**src/rtl/seg7_scan_driver_if.sv**
```systemverilog
// rtl/seg7_scan_driver_if.sv - display-side signal bundle for seg7_scan_driver
//
// Purpose: groups the value input and the multiplexed 7-segment outputs.
// Signals:
//   value     [3:0]  binary value to display (0-15)
//   seg       [6:0]  segments {g,f,e,d,c,b,a}, bit0 = a (pin polarity)
//   dp               decimal point (pin polarity, always inactive)
//   digit_en  [1:0]  [1] = tens digit, [0] = ones digit (pin polarity)
//   frame            1-cycle strobe on the edge where value is sampled
// Modports:
//   master  - the scan driver (consumes value, drives the display pins)
//   slave   - the value source / display side
interface seg7_scan_driver_if;
  logic [3:0] value;
  logic [6:0] seg;
  logic       dp;
  logic [1:0] digit_en;
  logic       frame;

  modport master (
    input  value,
    output seg,
    output dp,
    output digit_en,
    output frame
  );

  modport slave (
    output value,
    input  seg,
    input  dp,
    input  digit_en,
    input  frame
  );
endinterface

```
**src/rtl/seg7_scan_driver.sv**
```systemverilog
// rtl/seg7_scan_driver.sv - 2-digit multiplexed 7-segment scan driver with dead-time
//
// Purpose: shows a 4-bit value (0-15) as two decimal digits on a multiplexed
// 7-segment display. Each frame runs BLANK_T -> TENS -> BLANK_O -> ONES; the
// blank phases keep every digit dark between scans to avoid ghosting. The value
// is latched once per frame so a frame never mixes two values.
// Ports:
//   clock     in        system clock
//   reset_n   in        asynchronous active-low reset
//   disp      master    seg7_scan_driver_if (value in; seg/dp/digit_en/frame out)
// Parameters:
//   SCAN_DIV   clocks each digit is lit (>= 2)
//   GHOST_DIV  blank clocks between digits (>= 1)
//   ACTIVE_LOW 1: seg/dp/digit_en inverted at the pins; 0: active-high
// Build option:
//   SEG7_HEX_EN  defined: single-digit hex mode (tens never lit, ONES shows 0-F)
module seg7_scan_driver #(
  parameter int SCAN_DIV   = 25000,
  parameter int GHOST_DIV  = 250,
  parameter bit ACTIVE_LOW = 1'b1
) (
  input logic                clock,
  input logic                reset_n,
  seg7_scan_driver_if.master disp
);

  localparam int MAX_DIV = (SCAN_DIV > GHOST_DIV) ? SCAN_DIV : GHOST_DIV;
  localparam int CNT_W   = (MAX_DIV > 1) ? $clog2(MAX_DIV) : 1;

  localparam logic [CNT_W-1:0] SCAN_LAST  = CNT_W'(SCAN_DIV - 1);
  localparam logic [CNT_W-1:0] GHOST_LAST = CNT_W'(GHOST_DIV - 1);

  generate
    if (SCAN_DIV < 2) begin : g_bad_scan_div
      $error("seg7_scan_driver: SCAN_DIV must be >= 2");
    end
    if (GHOST_DIV < 1) begin : g_bad_ghost_div
      $error("seg7_scan_driver: GHOST_DIV must be >= 1");
    end
  endgenerate

  typedef enum logic [1:0] {
    BLANK_T = 2'd0,
    TENS    = 2'd1,
    BLANK_O = 2'd2,
    ONES    = 2'd3
  } state_t;

  state_t           state_q, state_d;
  logic [CNT_W-1:0] cnt_q, cnt_d;
  logic [3:0]       shadow_q, shadow_d;
  logic             frame_q, frame_d;
  logic [6:0]       seg_q, seg_d;
  logic [1:0]       den_q, den_d;
  logic             sample;

  function automatic logic [6:0] font(input logic [3:0] v);
    logic [6:0] s;
    case (v)
      4'h0: s = 7'h3F;
      4'h1: s = 7'h06;
      4'h2: s = 7'h5B;
      4'h3: s = 7'h4F;
      4'h4: s = 7'h66;
      4'h5: s = 7'h6D;
      4'h6: s = 7'h7D;
      4'h7: s = 7'h07;
      4'h8: s = 7'h7F;
      4'h9: s = 7'h6F;
      4'hA: s = 7'h77;
      4'hB: s = 7'h7C;
      4'hC: s = 7'h39;
      4'hD: s = 7'h5E;
      4'hE: s = 7'h79;
      default: s = 7'h71;
    endcase
    return s;
  endfunction

  // Phase sequencer: each phase counts 0..N-1 and restarts the counter on exit.
  always_comb begin
    state_d = state_q;
    cnt_d   = cnt_q + 1'b1;
    case (state_q)
      BLANK_T: if (cnt_q == GHOST_LAST) begin state_d = TENS;    cnt_d = '0; end
      TENS:    if (cnt_q == SCAN_LAST)  begin state_d = BLANK_O; cnt_d = '0; end
      BLANK_O: if (cnt_q == GHOST_LAST) begin state_d = ONES;    cnt_d = '0; end
      ONES:    if (cnt_q == SCAN_LAST)  begin state_d = BLANK_T; cnt_d = '0; end
      default: begin state_d = BLANK_T; cnt_d = '0; end
    endcase
  end

  // Frame-start sampling. Display data is built from shadow_d, not shadow_q,
  // so that with GHOST_DIV=1 the TENS phase entered on the sampling edge
  // already shows the newly sampled value.
  always_comb begin
    sample   = (state_q == BLANK_T) && (cnt_q == '0);
    shadow_d = sample ? disp.value : shadow_q;
    frame_d  = sample;
  end

`ifdef SEG7_HEX_EN
  // Single hex digit on the ones position; tens stays dark.
  always_comb begin
    seg_d = '0;
    den_d = 2'b00;
    if (state_d == ONES) begin
      den_d = 2'b01;
      seg_d = font(shadow_d);
    end
  end
`else
  logic       tens;
  logic [3:0] ones;

  always_comb begin
    tens = (shadow_d >= 4'd10);
    ones = tens ? (shadow_d - 4'd10) : shadow_d;
  end

  // Tens digit is either blank (leading zero) or '1'; ones always shows.
  always_comb begin
    seg_d = '0;
    den_d = 2'b00;
    case (state_d)
      TENS: begin
        if (tens) begin
          den_d = 2'b10;
          seg_d = font(4'd1);
        end
      end
      ONES: begin
        den_d = 2'b01;
        seg_d = font(ones);
      end
      default: begin
        seg_d = '0;
        den_d = 2'b00;
      end
    endcase
  end
`endif

  always_ff @(posedge clock or negedge reset_n) begin
    if (!reset_n) begin
      state_q  <= BLANK_T;
      cnt_q    <= '0;
      shadow_q <= '0;
      frame_q  <= 1'b0;
      seg_q    <= '0;
      den_q    <= 2'b00;
    end else begin
      state_q  <= state_d;
      cnt_q    <= cnt_d;
      shadow_q <= shadow_d;
      frame_q  <= frame_d;
      seg_q    <= seg_d;
      den_q    <= den_d;
    end
  end

  // Internal logic is active-high; polarity is applied only at the pins.
  assign disp.seg      = ACTIVE_LOW ? ~seg_q : seg_q;
  assign disp.digit_en = ACTIVE_LOW ? ~den_q : den_q;
  assign disp.dp       = ACTIVE_LOW ? 1'b1 : 1'b0;
  assign disp.frame    = frame_q;

endmodule

```
**src/flat_wrapper.sv**
```systemverilog
// flat-port wrapper written by rule: the top's interface ports become plain ports
module seg7_scan_driver_flat 
#(
  parameter int SCAN_DIV   = 25000,
  parameter int GHOST_DIV  = 250,
  parameter bit ACTIVE_LOW = 1'b1
)
  (clock, reset_n, disp_value, disp_seg, disp_dp, disp_digit_en, disp_frame);
  seg7_scan_driver_if disp_i ();
  input logic clock;
  input logic reset_n;
  input wire logic [$bits(disp_i.value)-1:0] disp_value;
  output wire logic [$bits(disp_i.seg)-1:0] disp_seg;
  output wire logic [$bits(disp_i.dp)-1:0] disp_dp;
  output wire logic [$bits(disp_i.digit_en)-1:0] disp_digit_en;
  output wire logic [$bits(disp_i.frame)-1:0] disp_frame;
  assign disp_i.value = disp_value;
  assign disp_seg = disp_i.seg;
  assign disp_dp = disp_i.dp;
  assign disp_digit_en = disp_i.digit_en;
  assign disp_frame = disp_i.frame;
  seg7_scan_driver #(.SCAN_DIV(SCAN_DIV), .GHOST_DIV(GHOST_DIV), .ACTIVE_LOW(ACTIVE_LOW)) u_core (.clock(clock), .reset_n(reset_n), .disp(disp_i));
endmodule
```
**config.mk**
```make
export PLATFORM = sky130hd
export DESIGN_NAME = seg7_scan_driver_flat
export DESIGN_NICKNAME = d
export VERILOG_FILES = /design/src/rtl/seg7_scan_driver_if.sv /design/src/rtl/seg7_scan_driver.sv /design/src/flat_wrapper.sv
export SDC_FILE = /design/constraint.sdc
export NUM_CORES = 1
export LEC_CHECK = 0
export BUFFER_PORTS_ARGS = -buffer_cell sky130_fd_sc_hd__buf_4
export CORE_MARGIN = 5
export CORE_UTILIZATION = 50
export DETAILED_ROUTE_END_ITERATION = 6
export GPL_ROUTABILITY_DRIVEN = 1
export PLACE_DENSITY = 0.69
export SLEW_MARGIN = 5
export SYNTH_ARGS = -nofsm -noshare
export SYNTH_HDL_FRONTEND = slang
export SYNTH_SLANG_ARGS = --single-unit
```
**constraint.sdc**
```tcl
create_clock -name clock -period 7.9 [get_ports clock]
set_input_delay 0.79 -clock clock [delete_from_list [all_inputs] [get_ports clock]]
set_output_delay 0.79 -clock clock [all_outputs]
set_load 0.005 [all_outputs]
```
* Word-level counts from Yosys, hierarchy flattened
Memories as Yosys holds them, arrays and structs flattened.
Cells that the tools add are included.
** Word-level totals
- Bits in registers :: 31
- Memory bits (read-only) :: 112
- Bits of input ports :: 6
- Output and inout port bits :: 11
- Logic and storage cells :: 38
- Memories kept :: 1
** Memory list
- (no name shown) :: words 16, width 7, read ports 1, clocked after memory_dff 0, write ports 0, line seg7_scan_driver.sv:59 : case (v)
** Operators by class
- $add $sub $neg :: 2
- Order comparisons :: 1
- Equal/unequal tests :: 7
- Multiplexer cells :: 14
- Bitwise operators :: 2
- Reductions and logical operators :: 5
** Operators by type and width (count)
- 15-bit two-way mux :: 2
- 15-bit one-hot mux with 2 select lines :: 1
- 15-bit by 1-bit adder with 15-bit output (second input constant) :: 1
- 15-bit == test (second input constant) :: 1
- 15-bit by 8-bit == test with 1-bit output (second input constant) :: 1
- 15-bit logical NOT :: 1
- 7-bit one-hot mux with 2 select lines :: 1
- 2-bit two-way mux :: 5
- 4-bit two-way mux :: 2
- 2-bit one-hot mux with 4 select lines :: 1
- 7-bit NOT :: 1
- 2-bit == test (second input constant) :: 3
- 2-bit by 1-bit == test with 1-bit output (second input constant) :: 2
- 4-bit >= comparator (second input constant) :: 1
- 2-bit one-hot mux with 2 select lines :: 1
- 2-bit OR reduction :: 2
- 4-bit subtractor (second input constant) :: 1
- 3-bit two-way mux :: 1
- 2-bit logical NOT :: 1
- 2-bit NOT :: 1
- 1-bit logical AND :: 1

* Depth between registers and ports, before layout
An unclocked memory read counts as a cell.
- Depth in word-level cells :: 7
- Gate-level depth with buffers :: 13
- Gate-level depth less buffers :: 12

* Worst setup path before layout
OpenSTA, ideal clock, no wires.
- Path kind :: register to register
- Start point :: register u_core.cnt_q[9]
- End point :: register u_core.seg_q[0]
- Setup time :: 0.082 ns
- Arrival time :: 2.679 ns
- Data required time :: 7.818 ns
- Slack :: 5.139 ns
- Cell stages (with the launch flop) :: 11
- Path buffers :: 0
- Clock period less this slack :: 2.761 ns
- Cell sequence :: dfrtp_1 or4_4 nor4_4 nand2_4 mux2i_1 ha_1 a31o_2 o22a_2 a21oi_1 o21ai_0 a31oi_1
** On the way
- Cells in the longest elaborated chain, start to end :: 7
- Elaborated cells on any way between the ends :: 17
- Classes of those cells :: add/sub: 1; order compare: 1; eq/ne: 4; mux: 8; reduce/logical: 2; memory: 1
** RTL lines
- start, declared :: line seg7_scan_driver.sv:50 : logic [CNT_W-1:0] cnt_q, cnt_d;
- start signal, assigned :: line seg7_scan_driver.sv:154 : cnt_q <= cnt_d;
- 15-bit logical NOT :: line seg7_scan_driver.sv:97 : sample = (state_q == BLANK_T) && (cnt_q == '0);
- 1-bit logical AND :: line seg7_scan_driver.sv:97
- 4-bit two-way mux :: line seg7_scan_driver.sv:98 : shadow_d = sample ? disp.value : shadow_q;
- 4-bit subtractor / 4-bit >= comparator (equally long branches) :: line seg7_scan_driver.sv:118, seg7_scan_driver.sv:117
- 4-bit two-way mux :: line seg7_scan_driver.sv:118 : ones = tens ? (shadow_d - 4'd10) : shadow_d;
- memory read 16 x 7 bit
- 7-bit one-hot mux with 2 select lines (*) :: line seg7_scan_driver.sv:125 : case (state_d)
- named net u_core.seg_d[0] :: line seg7_scan_driver.sv:53 : logic [6:0] seg_q, seg_d;
- end signal, assigned :: line seg7_scan_driver.sv:157 : seg_q <= seg_d;
- end, declared :: line seg7_scan_driver.sv:53
Mark *: on every way through the listed nets, which the timed path passes. The rest lies on a longest branch.

* Worst setup path in the final report
- Start point :: register u_core.cnt_q[9]
- End point :: register u_core.seg_q[6]
Same word-level chain as after synthesis.

==> results.md <==
Floorplanning
- 69.59 um — die boundary height
- 17 — I/O pin cnt
- 4843 sq um — Die ar.
- 69.59 um — width of the chip
- 52.38% — starting utilization of the core area
- 21 — Std-Cell Rows
- 3390 sq um — core outline area

Worst setup path
- flop to flop — category of the critical setup timing path
- 9 — biggest fanout along the worst timing path
- flop — crit path capture type
- flop — sort of element at the start of the critical path
- 8.10 ns — required time at the endpoint of the critical path
- 0.57 ns — Max stage delay on crit path
- or4_4 -> nor4_4 -> nand2_4 -> nor2_1 -> a21oi_1 -> ha_1 -> a31o_2 -> o22ai_1 -> o21ai_0 -> a221oi_1 — cell chain of the critical path
- sky130_fd_sc_hd__or4_4 — critical-path cell with the highest stage delay
- 3.42 ns — arrival time of the worst setup path

STA
- false — unrepaired setup endpoints after global routing
- 0.01372 ns — Clock Skews
- 0.3661 ns — final-layout worst hold slack
- 60.76% — max_slew headroom
- 40.74% — Final period util
- 0 — count of endpoints failing setup in the final report
- 0.5887 ns — Least-Margin Pin Slew
- 0 — number of pins with negative max-slew slack in the final report
- 0 ns — final-layout setup total negative slack
- 0.3107 GHz — maximum clock rate
- 0 — final hold viol count
- 3.219 ns — Final min period

Clock network
- 2 — CTS max path bufs
- built — CTS tree
- sky130_fd_sc_hd__clkbuf_4 — cell chosen for the clock root
- 2 — level count of the clock H-tree
- 0 — hold buffer count at cts
- 5 — clock buffer count from CTS
- 0 — CTS-repair resized insts
- 0.33 ns — insertion delay of the later-clocked pin in the worst-skew pair
- 0 — number of setup buffers added after CTS
- 0.10 ns — clock transition time at the flip-flop clock pins of the worst setup and hold paths
- 31 — Sink Count

Pwr
- 0.00009675 V — Peak supply drop
- 138.9 nW/um^2 — Cell Pwr Density
- 0.9522 nW — leak pwr

Drt
- 189 um — met3 routed WL
- 1517 um — metal2 WL
- 1374 — vias after detailed routing
- 3316 um — Post-Route WL
- 5.367 — via count normalized by instance count
- met4 — top routing layer in use
- 0 — residual antenna-violating net count after detailed routing
- 0 — DRC errors left
- 1544 um — routed length on met1
- 12.95 um — detailed-route wire length per cell
- 4 — detailed-router iteration count before antenna repair
- 101 — number of design-rule violations left by the first detailed-router iteration

Synthesis
- 1775 sq um — post-synth design cell area
- 191 — synthesized netlist cell count
- 31 — register bit total from synthesis
- 43.69% — proportion of synthesized chip area in sequential cells
- 0 — EDFF count, synth
- 100.0% — share of flip-flops with an asynchronous set or reset
- 44 — number of distinct library cell variants in the gate-level netlist after synthesis
- 0 — number of synthesis warnings
- sky130_fd_sc_hd__dfrtp_1 — dominant synthesized flop cell
- 9.296 sq um — average cell area after synthesis
- 207 — Post-Syn Nets

Run
- 0 — Max-Cap Viols

Run status
- complete, no violations — run status

Worst hold path
- input port to asynchronous set/reset pin — class of the tightest hold or removal check

Global routing
- 1318 — via count of the first global-routing pass
- 0 — Congestion Overflow GR
- 15.48% — GRT Overall Usage
- 0 — antenna violations before repair
- 6085 um — global-route wire length before repair
- 32 — largest net degree at the start of global routing

Final layout
- 17.62% — share of cells above drive strength 1
- 11.56% — layout-stage area growth over the synthesis result
- 225 — number of nets in the layout
- 0 — Diodes inserted

Placed design
- 2501 um — Final HPWL DP
- 0.8854 — RePlAce Congestion
- 15 — port bufs

-- critical path: cells and delay by family (launching register included) --
family	cells	cell delay (ns)
adder cells (fa/ha/maj)	1	0.20
AND/OR/NAND/NOR	4	1.24
AO/OA/AOI/OAI	5	1.22
flip-flops	1	0.42
-- state kept, by name, indices dropped and copies added (netlist names) --
signal	flops
u_core.shadow_q	4
u_core.den_q	2
u_core.state_q	2
u_core.disp.frame	1
u_core.cnt_q	15
u_core.seg_q	7
-- synth_stat cells, types with 2 or more instances --
master / count / area, sq um
sky130_fd_sc_hd__a21boi_0: 2 / 15.01
sky130_fd_sc_hd__a21oi_1: 6 / 30.03
sky130_fd_sc_hd__a221oi_1: 2 / 17.52
sky130_fd_sc_hd__a31oi_1: 2 / 12.51
sky130_fd_sc_hd__and3_1: 2 / 12.51
sky130_fd_sc_hd__and3_2: 2 / 15.01
sky130_fd_sc_hd__clkbuf_1: 4 / 15.01
sky130_fd_sc_hd__dfrtp_1: 31 / 775.7
sky130_fd_sc_hd__ha_1: 10 / 125.1
sky130_fd_sc_hd__inv_1: 22 / 82.58
sky130_fd_sc_hd__mux2i_1: 4 / 40.04
sky130_fd_sc_hd__nand2_1: 13 / 48.80
sky130_fd_sc_hd__nand3_1: 9 / 45.04
sky130_fd_sc_hd__nand4_1: 4 / 25.02
sky130_fd_sc_hd__nor2_1: 21 / 78.83
sky130_fd_sc_hd__nor3_1: 5 / 25.02
sky130_fd_sc_hd__nor4_1: 3 / 18.77
sky130_fd_sc_hd__o21a_1: 2 / 15.01
sky130_fd_sc_hd__o21ai_0: 9 / 45.04
sky130_fd_sc_hd__or2_2: 2 / 12.51
sky130_fd_sc_hd__xnor2_1: 7 / 61.31
sky130_fd_sc_hd__xor2_1: 7 / 61.31
-- layout make-up --
type | count | area [sq um]
fill | 299 | 1409
multi-input combinational | 132 | 885.9
sequential | 31 | 775.7
timing repair buffer | 16 | 120.1
inverter | 23 | 91.34
tap | 46 | 57.56
clock buffer | 7 | 45.04
clock inverter | 1 | 5.005
-- stage by stage --
step	setup slack (ns)	std cells	util [%]	total power, mW	area, sq um
6_report	4.681	256	58.43	0.2752	1981
5_1_grt	4.490	256	58.43	0.2908	1981
4_1_cts	4.740	256	58.43	0.2797	1981
3_5_place_dp	4.770	248	56.96	0.1906	1931
3_3_place_gp	4.859	248	56.96	0.1897	1931
2_1_floorplan	5.139	191	-	0.1811	1775
-- logic make-up after synthesis --
family	count (synthesis)	share of synthesized area, %
fa+ha+maj	10	7.047
other cells	1	0.2112
flops	31	43.69
xor+xnor	14	6.906
buf+inv	28	6.413
mux	5	3.101
compound gates	33	12.33
simple gates	69	20.30
-- per-layer routing --
metal | up-vias | global-route usage [%]
met3 | 7 | 5.942
met1 | 661 | 20.35
met4 | 0 | 5.640
met5 | - | 0
met2 | 31 | 23.09
li1 | 675 | -
-- placed cells by master (no fill, tap or decap), types with 2 or more instances in the layout --
master                     instances
sky130_fd_sc_hd__dfrtp_1          31
sky130_fd_sc_hd__inv_1            22
sky130_fd_sc_hd__nor2_1           21
sky130_fd_sc_hd__buf_4            16
sky130_fd_sc_hd__nand2_1          13
sky130_fd_sc_hd__ha_1             10
sky130_fd_sc_hd__nand3_1           9
sky130_fd_sc_hd__o21ai_0           9
sky130_fd_sc_hd__xnor2_1           7
sky130_fd_sc_hd__xor2_1            7
sky130_fd_sc_hd__a21oi_1           6
sky130_fd_sc_hd__nor3_1            5
sky130_fd_sc_hd__clkbuf_4          5
sky130_fd_sc_hd__mux2i_1           4
sky130_fd_sc_hd__nand4_1           4
sky130_fd_sc_hd__nor4_1            3
sky130_fd_sc_hd__and3_1            2
sky130_fd_sc_hd__and3_2            2
sky130_fd_sc_hd__o21a_1            2
sky130_fd_sc_hd__a21boi_0          2
sky130_fd_sc_hd__a31oi_1           2
sky130_fd_sc_hd__a221oi_1          2
sky130_fd_sc_hd__or2_2             2
sky130_fd_sc_hd__clkbuf_1          2
-- path summary, 6_finish.rpt --
| check | start | end | slack, ns | cells past startpoint |
|---|---|---|---|---|
| worst max-delay path | u_core.cnt_q[9]$_DFF_PN0_ | u_core.seg_q[6]$_DFF_PN0_ | 4.68 | 10 |
| max in group asynchronous | reset_n | u_core.seg_q[3]$_DFF_PN0_ | 7.24 | 1 |
| worst min register to register | u_core.cnt_q[12]$_DFF_PN0_ | u_core.cnt_q[12]$_DFF_PN0_ | 0.50 | 1 |
| min in group clock | u_core.cnt_q[12]$_DFF_PN0_ | u_core.cnt_q[12]$_DFF_PN0_ | 0.50 | 1 |
| worst min-delay path | reset_n | u_core.cnt_q[8]$_DFF_PN0_ | 0.37 | 1 |
| worst max register to register | u_core.cnt_q[9]$_DFF_PN0_ | u_core.seg_q[6]$_DFF_PN0_ | 4.68 | 10 |
-- report_power, final --
part | switching (mW) | leakage [nW] | internal (mW)
clock | 0.0528 | 0.0293 | 0.0346
combinational | 0.0174 | 0.513 | 0.00993
sequential | 0.000891 | 0.410 | 0.160
total | 0.0710 | 0.952 | 0.204
Note: power is estimated with default switching activity, not from simulation.
